## config.mk

```make
export PLATFORM = sky130hd
export DESIGN_NAME = if_stage_flat
export DESIGN_NICKNAME = d
export VERILOG_FILES = /design/src/rtl/if_stage_if.sv /design/src/rtl/if_stage.sv /design/src/flat_wrapper.sv
export SDC_FILE = /design/constraint.sdc
export NUM_CORES = 1
export LEC_CHECK = 0
export CORE_MARGIN = 2
export CORE_UTILIZATION = 45
export DETAILED_ROUTE_END_ITERATION = 10
export PLACE_DENSITY = 0.73
export SKIP_CTS_REPAIR_TIMING = 1
export SYNTH_ARGS = -nofsm -noshare
export SYNTH_HDL_FRONTEND = slang
export SYNTH_SLANG_ARGS = --single-unit
```

## constraint.sdc

```tcl
create_clock -name clk_i -period 1.73 [get_ports clk_i]
set_input_delay 0.346 -clock clk_i [delete_from_list [all_inputs] [get_ports clk_i]]
set_output_delay 0.346 -clock clk_i [all_outputs]
set_load 0.01 [all_outputs]
```

## src/rtl/if_stage_if.sv

```systemverilog
// Instruction-memory fetch port shared by the fetch stage (master) and the
// instruction memory or its model (slave).
interface if_stage_if;
   // A fetch completes in any cycle where imem_req_o and imem_ready_i are both
   // high; imem_rdata_i is sampled on that rising edge. Ready without req is ignored.
   logic        imem_req_o;
   logic [31:0] imem_addr_o;
   logic        imem_ready_i;
   logic [31:0] imem_rdata_i;

   modport master (
      output imem_req_o,
      output imem_addr_o,
      input  imem_ready_i,
      input  imem_rdata_i
   );

   modport slave (
      input  imem_req_o,
      input  imem_addr_o,
      output imem_ready_i,
      output imem_rdata_i
   );
endinterface

```

## src/rtl/if_stage.sv

```systemverilog
// Instruction fetch stage: PC register, IF/ID register and a one-entry skid
// buffer that parks a returned word while decode is stalled.
module if_stage #(
   parameter logic [31:0] RESET_PC  = 32'h0000_0000,
   parameter logic [31:0] NOP_INSTR = 32'hE1A0_0000
) (
   input  logic             clk_i,
   input  logic             rst_n_i,
   input  logic             stall_i,
   input  logic             branch_taken_i,
   input  logic [31:0]      branch_target_i,
   if_stage_if.master       imem,
   output logic [31:0]      instr_o,
   output logic [31:0]      pc_r_o,
   output logic             valid_o,
   output logic [1:0]       state_o
);

   typedef enum logic [1:0] {
      IDLE  = 2'b00,
      FETCH = 2'b01,
      HOLD  = 2'b10
   } state_t;

   state_t      state;
   logic [31:0] pc;
   logic [31:0] instr_q;
   logic [31:0] pc_r_q;
   logic        valid_q;
   logic [31:0] skid_instr;
   logic [31:0] skid_pc;
   logic        skid_full;

   // Requests are only issued in FETCH, so a full skid buffer (HOLD) never fetches.
   assign imem.imem_req_o  = (state == FETCH);
   assign imem.imem_addr_o = pc;
   assign instr_o          = instr_q;
   assign pc_r_o           = pc_r_q;
   assign valid_o          = valid_q;
   assign state_o          = state;

   always_ff @(posedge clk_i or negedge rst_n_i) begin
      if (!rst_n_i) begin
         state      <= IDLE;
         pc         <= RESET_PC;
         instr_q    <= NOP_INSTR;
         pc_r_q     <= RESET_PC;
         valid_q    <= 1'b0;
         skid_instr <= NOP_INSTR;
         skid_pc    <= RESET_PC;
         skid_full  <= 1'b0;
      end else if (branch_taken_i) begin
         // Redirect wins over everything; a same-cycle memory response is dropped.
         state     <= FETCH;
         pc        <= branch_target_i;
         instr_q   <= NOP_INSTR;
         pc_r_q    <= branch_target_i;
         valid_q   <= 1'b0;
         skid_full <= 1'b0;
      end else begin
         case (state)
            IDLE: begin
               state <= FETCH;
            end
            FETCH: begin
               if (imem.imem_ready_i && !stall_i) begin
                  instr_q <= imem.imem_rdata_i;
                  pc_r_q  <= pc;
                  valid_q <= 1'b1;
                  pc      <= pc + 32'd4;
               end else if (imem.imem_ready_i && stall_i) begin
                  skid_instr <= imem.imem_rdata_i;
                  skid_pc    <= pc;
                  skid_full  <= 1'b1;
                  state      <= HOLD;
               end else if (!stall_i) begin
                  instr_q <= NOP_INSTR;
                  pc_r_q  <= pc;
                  valid_q <= 1'b0;
               end
            end
            HOLD: begin
               if (!stall_i) begin
                  instr_q   <= skid_instr;
                  pc_r_q    <= skid_pc;
                  valid_q   <= 1'b1;
                  pc        <= pc + 32'd4;
                  skid_full <= 1'b0;
                  state     <= FETCH;
               end
            end
            default: begin
               state <= IDLE;
            end
         endcase
      end
   end

endmodule

```

## src/flat_wrapper.sv

```systemverilog
// flat-port wrapper written by rule: the top's interface ports become plain ports
module if_stage_flat 
#(
   parameter logic [31:0] RESET_PC  = 32'h0000_0000,
   parameter logic [31:0] NOP_INSTR = 32'hE1A0_0000
)
  (clk_i, rst_n_i, stall_i, branch_taken_i, branch_target_i, instr_o, pc_r_o, valid_o, state_o, imem_imem_req_o, imem_imem_addr_o, imem_imem_ready_i, imem_imem_rdata_i);
  if_stage_if imem_i ();
  input  logic clk_i;
  input  logic rst_n_i;
  input  logic stall_i;
  input  logic branch_taken_i;
  input  logic [31:0] branch_target_i;
  output logic [31:0] instr_o;
  output logic [31:0] pc_r_o;
  output logic valid_o;
  output logic [1:0] state_o;
  output wire logic [$bits(imem_i.imem_req_o)-1:0] imem_imem_req_o;
  output wire logic [$bits(imem_i.imem_addr_o)-1:0] imem_imem_addr_o;
  input wire logic [$bits(imem_i.imem_ready_i)-1:0] imem_imem_ready_i;
  input wire logic [$bits(imem_i.imem_rdata_i)-1:0] imem_imem_rdata_i;
  assign imem_imem_req_o = imem_i.imem_req_o;
  assign imem_imem_addr_o = imem_i.imem_addr_o;
  assign imem_i.imem_ready_i = imem_imem_ready_i;
  assign imem_i.imem_rdata_i = imem_imem_rdata_i;
  if_stage #(.RESET_PC(RESET_PC), .NOP_INSTR(NOP_INSTR)) u_core (.clk_i(clk_i), .rst_n_i(rst_n_i), .stall_i(stall_i), .branch_taken_i(branch_taken_i), .branch_target_i(branch_target_i), .imem(imem_i), .instr_o(instr_o), .pc_r_o(pc_r_o), .valid_o(valid_o), .state_o(state_o));
endmodule
```

==> results of run 1 <==
cell families after synthesis:
| logic type | Yosys count |
|---|---|
| adders and majority gates | 1 |
| and+or+nand+nor | 194 |
| xor gates and xnor gates | 25 |
| AOI/OAI and AO/OA | 111 |
| muxes | 120 |
| DFF | 163 |
| buffers and inverters | 47 |
flip-flops by register name, summed over array words and instances (netlist names):
name,count
u_core.imem.imem_addr_o,32
u_core.instr_o,32
u_core.pc_r_o,32
u_core.skid_instr,32
u_core.skid_pc,32
u_core.state_o,2
u_core.valid_o,1
critical path, cell delays in order (launching register included):
cell and delay, ns:
dfrtp_2 0.38, and3_4 0.20, nand4_1 0.17, or3_4 0.48, o31a_1 0.27, o31a_1 0.23
report_power, final:
group          internal, uW  switching [uW]  leakage (uW)
registers              4410             375       0.00198
clock network          2040            1520      0.000254
logic                  1390             952       0.00317
metal layers:
metal  vias up  wire length, um  track usage, %
met2       288            12400            39.3
met5         -                0               0
li1       2855                -               -
met4         0              611            8.18
met3        61             1880            7.28
met1      3353             9730            28.9
through the flow:
stage          hold slack, ns  power, uW  cells  instance area [sq um]  setup TNS [ns]
4_1_cts                -0.188      10300   1101                  10500          -11.33
2_1_floorplan          0.0504       5650    661                   7510           -1.40
3_5_place_dp            0.272       6760   1070                   9950          -54.37
3_3_place_gp            0.269       6640   1070                   9950          -49.60
6_report                0.377      10700   1140                  11700           -4.75
5_1_grt                 0.425      11100   1140                  11700           -9.66
path summary, 6_finish.rpt:
| path | startpoint | depth (start not counted) | end |
|---|---|---|---|
| max | u_core.imem.imem_addr_o[5]$_DFFE_PN0P_ | 5 | u_core.imem.imem_addr_o[23]$_DFFE_PN0P_ |
| min | rst_n_i | 2 | u_core.pc_r_o[11]$_DFFE_PN0P_ |
| max reg2reg | u_core.imem.imem_addr_o[5]$_DFFE_PN0P_ | 5 | u_core.imem.imem_addr_o[23]$_DFFE_PN0P_ |
| min reg2reg | u_core.instr_o[0]$_DFFE_PN0P_ | 2 | u_core.instr_o[0]$_DFFE_PN0P_ |
| max in group asynchronous | rst_n_i | 3 | u_core.instr_o[23]$_DFFE_PN1P_ |
| min in group clk_i | branch_taken_i | 3 | u_core.state_o[1]$_DFFE_PN0P_ |
area by class of cell:
| cell class | instances | area, sq um | area share [%] |
|---|---|---|---|
| multi-input combinational | 451 | 3720 | 31.8 |
| clock inverter | 9 | 82.6 | 0.706 |
| clock buffer | 22 | 464 | 3.97 |
| inverter | 2 | 7.51 | 0.0642 |
| timing repair buffer | 277 | 3040 | 26.0 |
| tap | 216 | 270 | 2.31 |
| sequential | 163 | 4110 | 35.2 |
layout by cell type, fill, tap and decap left out, types with 24 or more instances in the layout:
cell and n:
mux2i_1 51, mux2_4 51, clkbuf_16 25, dlymetal6s2s_1 57
nand2_1 110, dfrtp_1 137, o21ai_2 24, buf_4 69
o211ai_1 25, clkdlybuf4s50_1 109
==> impl_results.md, run 1 <==
* Cell Pwr Density at between 900 and 1000 nW/um^2
* Hpwl dp at around 14 mm
* Clock sinks at 163
* Number of global-route vias before repair at between 6,000 and 7,000
* Antenna violations before repair at 0
* CP Class: reg2reg
* Worst Path Required at 2.05 ns
* Tot GR Track Use at between 20% and 30%
* I/O pin cnt at 169
* Clock latency on the worst-skew pair at about 0.43 ns
* Area leader, netlist: dfrtp_1
* YS warnings at 0
* Top_reg_cell synth: dfrtp_1
* Synth unique cells at 43
* Largest family of logic cells by synthesized area: multiplexers
* Actual slew at the worst max-slew pin at about 0.42 ns
* CP Launch Type: register
* First-pass GRT wire length at around 33 mm
* Slew Viols, Final at 0
* Syn Area/Cell at 11.2 sq um
* EDFF count, synth at 0
* N_diodes at 0
* Core area at between 15,000 and 20,000 sq um
* Antenna-violating nets left at 0
* Nets at between 900 and 1,000
* Mapped Area at around 7400 sq um
* GP Congestion at between 0.8 and 0.9
* Util after Layout at ~73%
* Area Overhead vs Synth at 57.3%
* Top cells by area, synth: dfrtp_1 (51%), mux2_2 (10%), mux2i_1 (7.0%)
* Yosys top cell area share at ~51%
* Synth Net Count at approximately 730
* Clock buffer depth at 2
* Post-route minimum period at 1.85 ns
* Critical Path AT at 2.17 ns
* DRC at 0
* Die area at 17,600 sq um
* RSZ-0062 raised after global routing: true
* Root Buffer: clkbuf_16
* Relative slew margins at between 70% and 80%
* Dpl ws at -0.564 ns
* Share of cells above drive strength 1 at between 30% and 40%
* Leak Pwr at 0.00540 uW
* Syn Inst Count at between 600 and 700
* Max-cap violations at 0
* H-tree Lvls at 4
* DRT Wirelength at 24.6 mm
* Die Span X at between 100 and 150 um
* Sequential share of the synthesized area at 55.1%
* Total gr overflow at 0
* Starting Density at between 40% and 50%
* TritonCTS clock tree: built
* Synth Area in Compound Gates at 9.53%
* CP max FO at 8
* Finish-stage setup viols at 100
* Routed vias at around 6,600
* Status: finished, violations left
* Synth Area in Adders at less than 1%
* Worst min-delay path category: in2async
* CP endpoint kind: register
* Starting DRT DRC Count at about 420
* Asr flop ratio synth at 100%
* Clk slew on worst S/H paths at 0.06 ns
* Port-buffer cells at around 170
* Mux share of post-synthesis cell area at ~17%
* Row cnt at 46
* R2R setup slack at -0.12 ns
* Total of fill cells in the finished design at 1,041
* Die height at between 100 and 150 um
* Final period utilization at 107%
* Synth Area in XOR/XNOR at about 2.9%
* Hold Vio Cnt, Final at 0
* Top-count cell post-synth: dfrtp_1
* VDD IR max at roughly 0.73 mV
* CTS buffer count at 17
* Drt pass-1 iters at 5
* Synth top cells by count: dfrtp_1 (151), nand2_1 (113), mux2_2 (68), mux2i_1 (52), o21ai_0 (50)
* Worst clock skew at 0.00596 ns
* Synth Register Bits at 163
* DR WL/cell at between 20 and 25 um
* Post-Synth Simple-Gate Area at approximately 12%
* Failing checks: negative setup slack
* Largest net degree at the start of global routing at 60
* Routed vias/inst at between 5 and 6
* Max Freq at between 500 and 600 MHz
* Final setup margin at -0.117 ns
Note: power is estimated with default switching activity, not from simulation.
==> inputs of run 2 (changes only) <==
--- a/config.mk
+++ b/config.mk
@@ -5,10 +5,11 @@
 export SDC_FILE = /design/constraint.sdc
 export NUM_CORES = 1
 export LEC_CHECK = 0
+export ABC_AREA = 1
 export CORE_MARGIN = 2
 export CORE_UTILIZATION = 45
 export DETAILED_ROUTE_END_ITERATION = 10
-export PLACE_DENSITY = 0.73
+export PLACE_DENSITY = 0.72
 export SKIP_CTS_REPAIR_TIMING = 1
 export SYNTH_ARGS = -nofsm -noshare
 export SYNTH_HDL_FRONTEND = slang
==> run 2 against run 1 <==
The flow now finishes without violations. Global-route usage rose by 1.3 points. Critical path type is now reg2out. Combinational power rose by 32%. Critical endpoint is now pc_r_o[8]. Largest cell class unchanged. First-iteration DRC count rose by 64%. Utilization fell by 8.8 points.
==> impl_results.md, run 2 <==
* Status: completed (was finished, violations left)
* Sw frac at 30.5% (was 26.7%)
* Antenna-violating nets left at 0 (unchanged)
* Synth Register Bits at 163 (unchanged)
* Area leader, netlist: dfrtp_1 (unchanged)
* Cell Pwr Density at 1110 nW/um^2 (was 914 nW/um^2)
* DRT Wirelength at 22.3 mm (was 24.6 mm)
* Largest net degree at the start of global routing at 65 (was 60)
* Slew Viols, Final at 0 (unchanged)
* WP buf/inv at 1 (was 0)
* Top-count cell post-synth: nand2_1 (was dfrtp_1)
* Worst Path Required at 1.38 ns (was 2.05 ns)
* Syn Inst Count at 995 (was 661)
* Mapped Area at 7890 sq um (was 7430 sq um)
* M1 wire length at 10.0 mm (was 9.73 mm)
* Hold Vio Cnt, Final at 0 (unchanged)
* DRC at 0 (unchanged)
* Worst Hold Depth at 2
* Routed vias at 7,435 (was 6,557)
* Critical Path AT at 1.34 ns (was 2.17 ns)
* Most common cell after layout, fill and taps aside: nand2_1 (was dfrtp_1)
* Hpwl dp at 15.6 mm (was 14.3 mm)
* Final period utilization at 97.2% (was 107%)
* Worst path cell trace: clkdlybuf4s50_1 (was and3_4 > nand4_1 > or3_4 > o31a_1 > o31a_1)
* CP peak stage delay at 0.54 ns (was 0.48 ns)
* Top cells by area, synth: dfrtp_1 (48%), nand2_1 (15%), o21ai_1 (6.7%) (was dfrtp_1 (51%), mux2_2 (10%), mux2i_1 (7.0%))
* Row cnt at 48 (was 46)
* Slowest library cell on the worst path: clkdlybuf4s50_1 (was or3_4)
* CP Launch Type: register (unchanged)
* Antenna violations before repair at 0 (unchanged)
* Reg-to-reg startpoint: u_core.imem.imem_addr_o[2]$_DFFE_PN0P_ (was u_core.imem.imem_addr_o[5]$_DFFE_PN0P_)
* Max Freq at 595 MHz (was 542 MHz)
* Root Buffer: clkbuf_16 (unchanged)
* Nets at 1,262 (was 982)
* Starting Density at 45.8% (was 46.5%)
* CP endpoint kind: output port (was register)
* Drt pass-1 iters at 8 (was 5)
* Pint at 8580 uW (was 7840 uW)
* Worst clock skew at 0.0110 ns (was 0.00596 ns)
* Met2 wire len at 10.6 mm (was 12.4 mm)
* CP max FO at 2 (was 8)
* Synth top cells by count: nand2_1 (325), dfrtp_1 (151), o21ai_1 (105), inv_1 (71), o21ai_0 (60) (was dfrtp_1 (151), nand2_1 (113), mux2_2 (68), mux2i_1 (52), o21ai_0 (50))
* Clock latency on the worst-skew pair at 0.43 ns (about the same)
* Finished Layout Cells at 1,429 (was 1,140)
* Synth unique cells at 35 (was 43)
* Placed Area at 10,200 sq um (was 9950 sq um)
* Clock buffer depth at 2 (unchanged)
* I/O pin cnt at 169 (unchanged)
* Most frequent cells in the layout: nand2_1 (324), dfrtp_1 (134), clkdlybuf4s50_1 (115) (was dfrtp_1 (137), nand2_1 (110), clkdlybuf4s50_1 (109))
* Top_reg_cell synth: dfrtp_1 (unchanged)
* CTS buffer count at 17 (unchanged)
* Area Overhead vs Synth at 40.5% (was 57.3%)
* Sequential share of the synthesized area at 51.9% (was 55.1%)
* Worst r2r dst: u_core.imem.imem_addr_o[19]$_DFFE_PN0P_ (was u_core.imem.imem_addr_o[23]$_DFFE_PN0P_)
* Tot GR Track Use at 24.8% (was 23.5%)
* Placed cells at 1,384 (was 1,070)
* DR WL/cell at 15.6 um (was 21.6 um)
* Clk slew on worst S/H paths at 0.07 ns (was 0.06 ns)
* Worst Hold End: u_core.imem.imem_addr_o[0]$_DFFE_PN0P_
* Core area at 17,200 sq um (was 16,000 sq um)
* Post-Layout Inst Area at 11,100 sq um (was 11,700 sq um)
* Relative slew margins at 75.1% (was 72.0%)
* Synth Net Count at 1,065 (was 731)
* CP Class: reg2out (was reg2reg)
* Worst min-delay path category: in2reg (was in2async)
* TNS Setup at 0 ns (was -4.75 ns)
* Port-buffer cells at 168 (unchanged)
* Post-route minimum period at 1.68 ns (was 1.85 ns)
* R2R setup slack at 0.08 ns (was -0.12 ns)
* Finish-stage setup viols at 0 (was 100)
* Max-cap violations at 0 (unchanged)
* YS warnings at 0 (unchanged)
* Starting DRT DRC Count at 687 (was 418)
* Power Total at 12,400 uW (was 10,700 uW)
* VDD IR max at 0.772 mV (was 0.734 mV)
* Leak Pwr at 0.00551 uW (was 0.00540 uW)
* Die area at 18,600 sq um (was 17,600 sq um)
* Total gr overflow at 0 (unchanged)
* Yosys top cell area share at 47.9% (was 50.8%)
* Clk pwr share at 33.3% (about the same)
* Sw Pwr at 3770 uW (was 2850 uW)
* TritonCTS clock tree: built (unchanged)
* Share of cells above drive strength 1 at 12.9% (was 31.8%)
* Clock sinks at 163 (unchanged)
* Hold_sp: branch_taken_i
* Hold Slack at 0.340 ns (was 0.377 ns)
* Number of global-route vias before repair at 7,201 (was 6,361)
* Top routing layer used: met4 (unchanged)
* N_diodes at 0 (unchanged)
* GP Congestion at 0.919 (was 0.834)
* Syn Area/Cell at 7.93 sq um (was 11.2 sq um)
* Logic pwr share at 25.1% (was 21.9%)
* Die Span X at 136 um (was 133 um)
* Metal3 WL at 1.23 mm (was 1.88 mm)
* Actual slew at the worst max-slew pin at 0.372 ns (was 0.420 ns)
* Top delay family on crit path: buffers and inverters (was simple AND/OR/NAND/NOR gates)
* Routed vias/inst at 5.20 (was 5.75)
* Die height at 136 um (was 133 um)
* First-pass GRT wire length at 36.2 mm (was 32.9 mm)
* H-tree Lvls at 4 (unchanged)
* Asr flop ratio synth at 100% (unchanged)
* Worst reg2reg path depth at 9 (was 5)
* EDFF count, synth at 0 (unchanged)
* Reg power frac at 41.6% (was 44.8%)
[run 2: changes by cell type after synthesis, moves of 11 or more]
| cell | previous run | this run |
|---|---|---|
| nor4_1 | 11 | 0 |
| nand2_1 | 113 | 325 |
| mux2i_1 | 52 | 0 |
| clkbuf_1 | 33 | 22 |
| inv_2 | 0 | 12 |
| xnor2_1 | 15 | 0 |
| nand3_1 | 11 | 24 |
| o21ai_1 | 0 | 105 |
| mux2_2 | 68 | 0 |
| nor2_1 | 12 | 53 |
| inv_1 | 2 | 71 |
| a21oi_1 | 10 | 43 |
[run 2: stage by stage]
step	utilization (%)	setup slack (ns)
6_report	64.3	0.0487
5_1_grt	64.3	-0.00938
4_1_cts	62.7	-0.331
3_5_place_dp	59.0	-0.0641
3_3_place_gp	59.0	-0.0381
2_1_floorplan	-	0.244
[run 2: cell type report]
class,instances,area (sq um)
sequential,163,4120
tap,225,282
timing repair buffer,231,2470
clock inverter,13,195
multi-input combinational,696,3270
fill,1438,6150
inverter,83,312
clock buffer,18,439
[run 2: how the worst max path moves through the flow]
stage / start / end / cells past startpoint
floorplan: u_core.imem.imem_addr_o[3]$_DFFE_PN0P_ / u_core.imem.imem_addr_o[26]$_DFFE_PN0P_ / 9
global route: u_core.state_o[1]$_DFFE_PN0P_ / u_core.skid_pc[5]$_DFFE_PN0P_ / 7
CTS: u_core.state_o[1]$_DFFE_PN0P_ / imem_imem_req_o / 4
global placement: stall_i / u_core.imem.imem_addr_o[6]$_DFFE_PN0P_ / 7
finish: u_core.pc_r_o[8]$_DFFE_PN0P_ / pc_r_o[8] / 1
detailed placement: stall_i / u_core.imem.imem_addr_o[6]$_DFFE_PN0P_ / 7
[run 2: logic make-up after synthesis]
family	after synthesis	share of synthesized area [%]
mux	4	0.571
buf+inv	136	7.13
simple gates	426	21.6
fa+ha+maj	1	0.159
compound gates	265	18.7
flops	163	51.9
[run 2: layer usage]
metal | vias up | GRT usage, %
li1 | 3658 | -
met1 | 3504 | 34.1
met2 | 238 | 39.7
met3 | 35 | 4.51
met4 | 0 | 8.22
met5 | - | 0
[run 2: power groups by stage]
stage / clock network [uW] / registers (uW) / logic [uW]
2_1_floorplan: 0 / 5210 / 1400
3_3_place_gp: 0 / 5160 / 2960
3_5_place_dp: 0 / 5180 / 3040
4_1_cts: 4160 / 5130 / 3060
5_1_grt: 4330 / 5230 / 3460
6_report: 4120 / 5140 / 3090
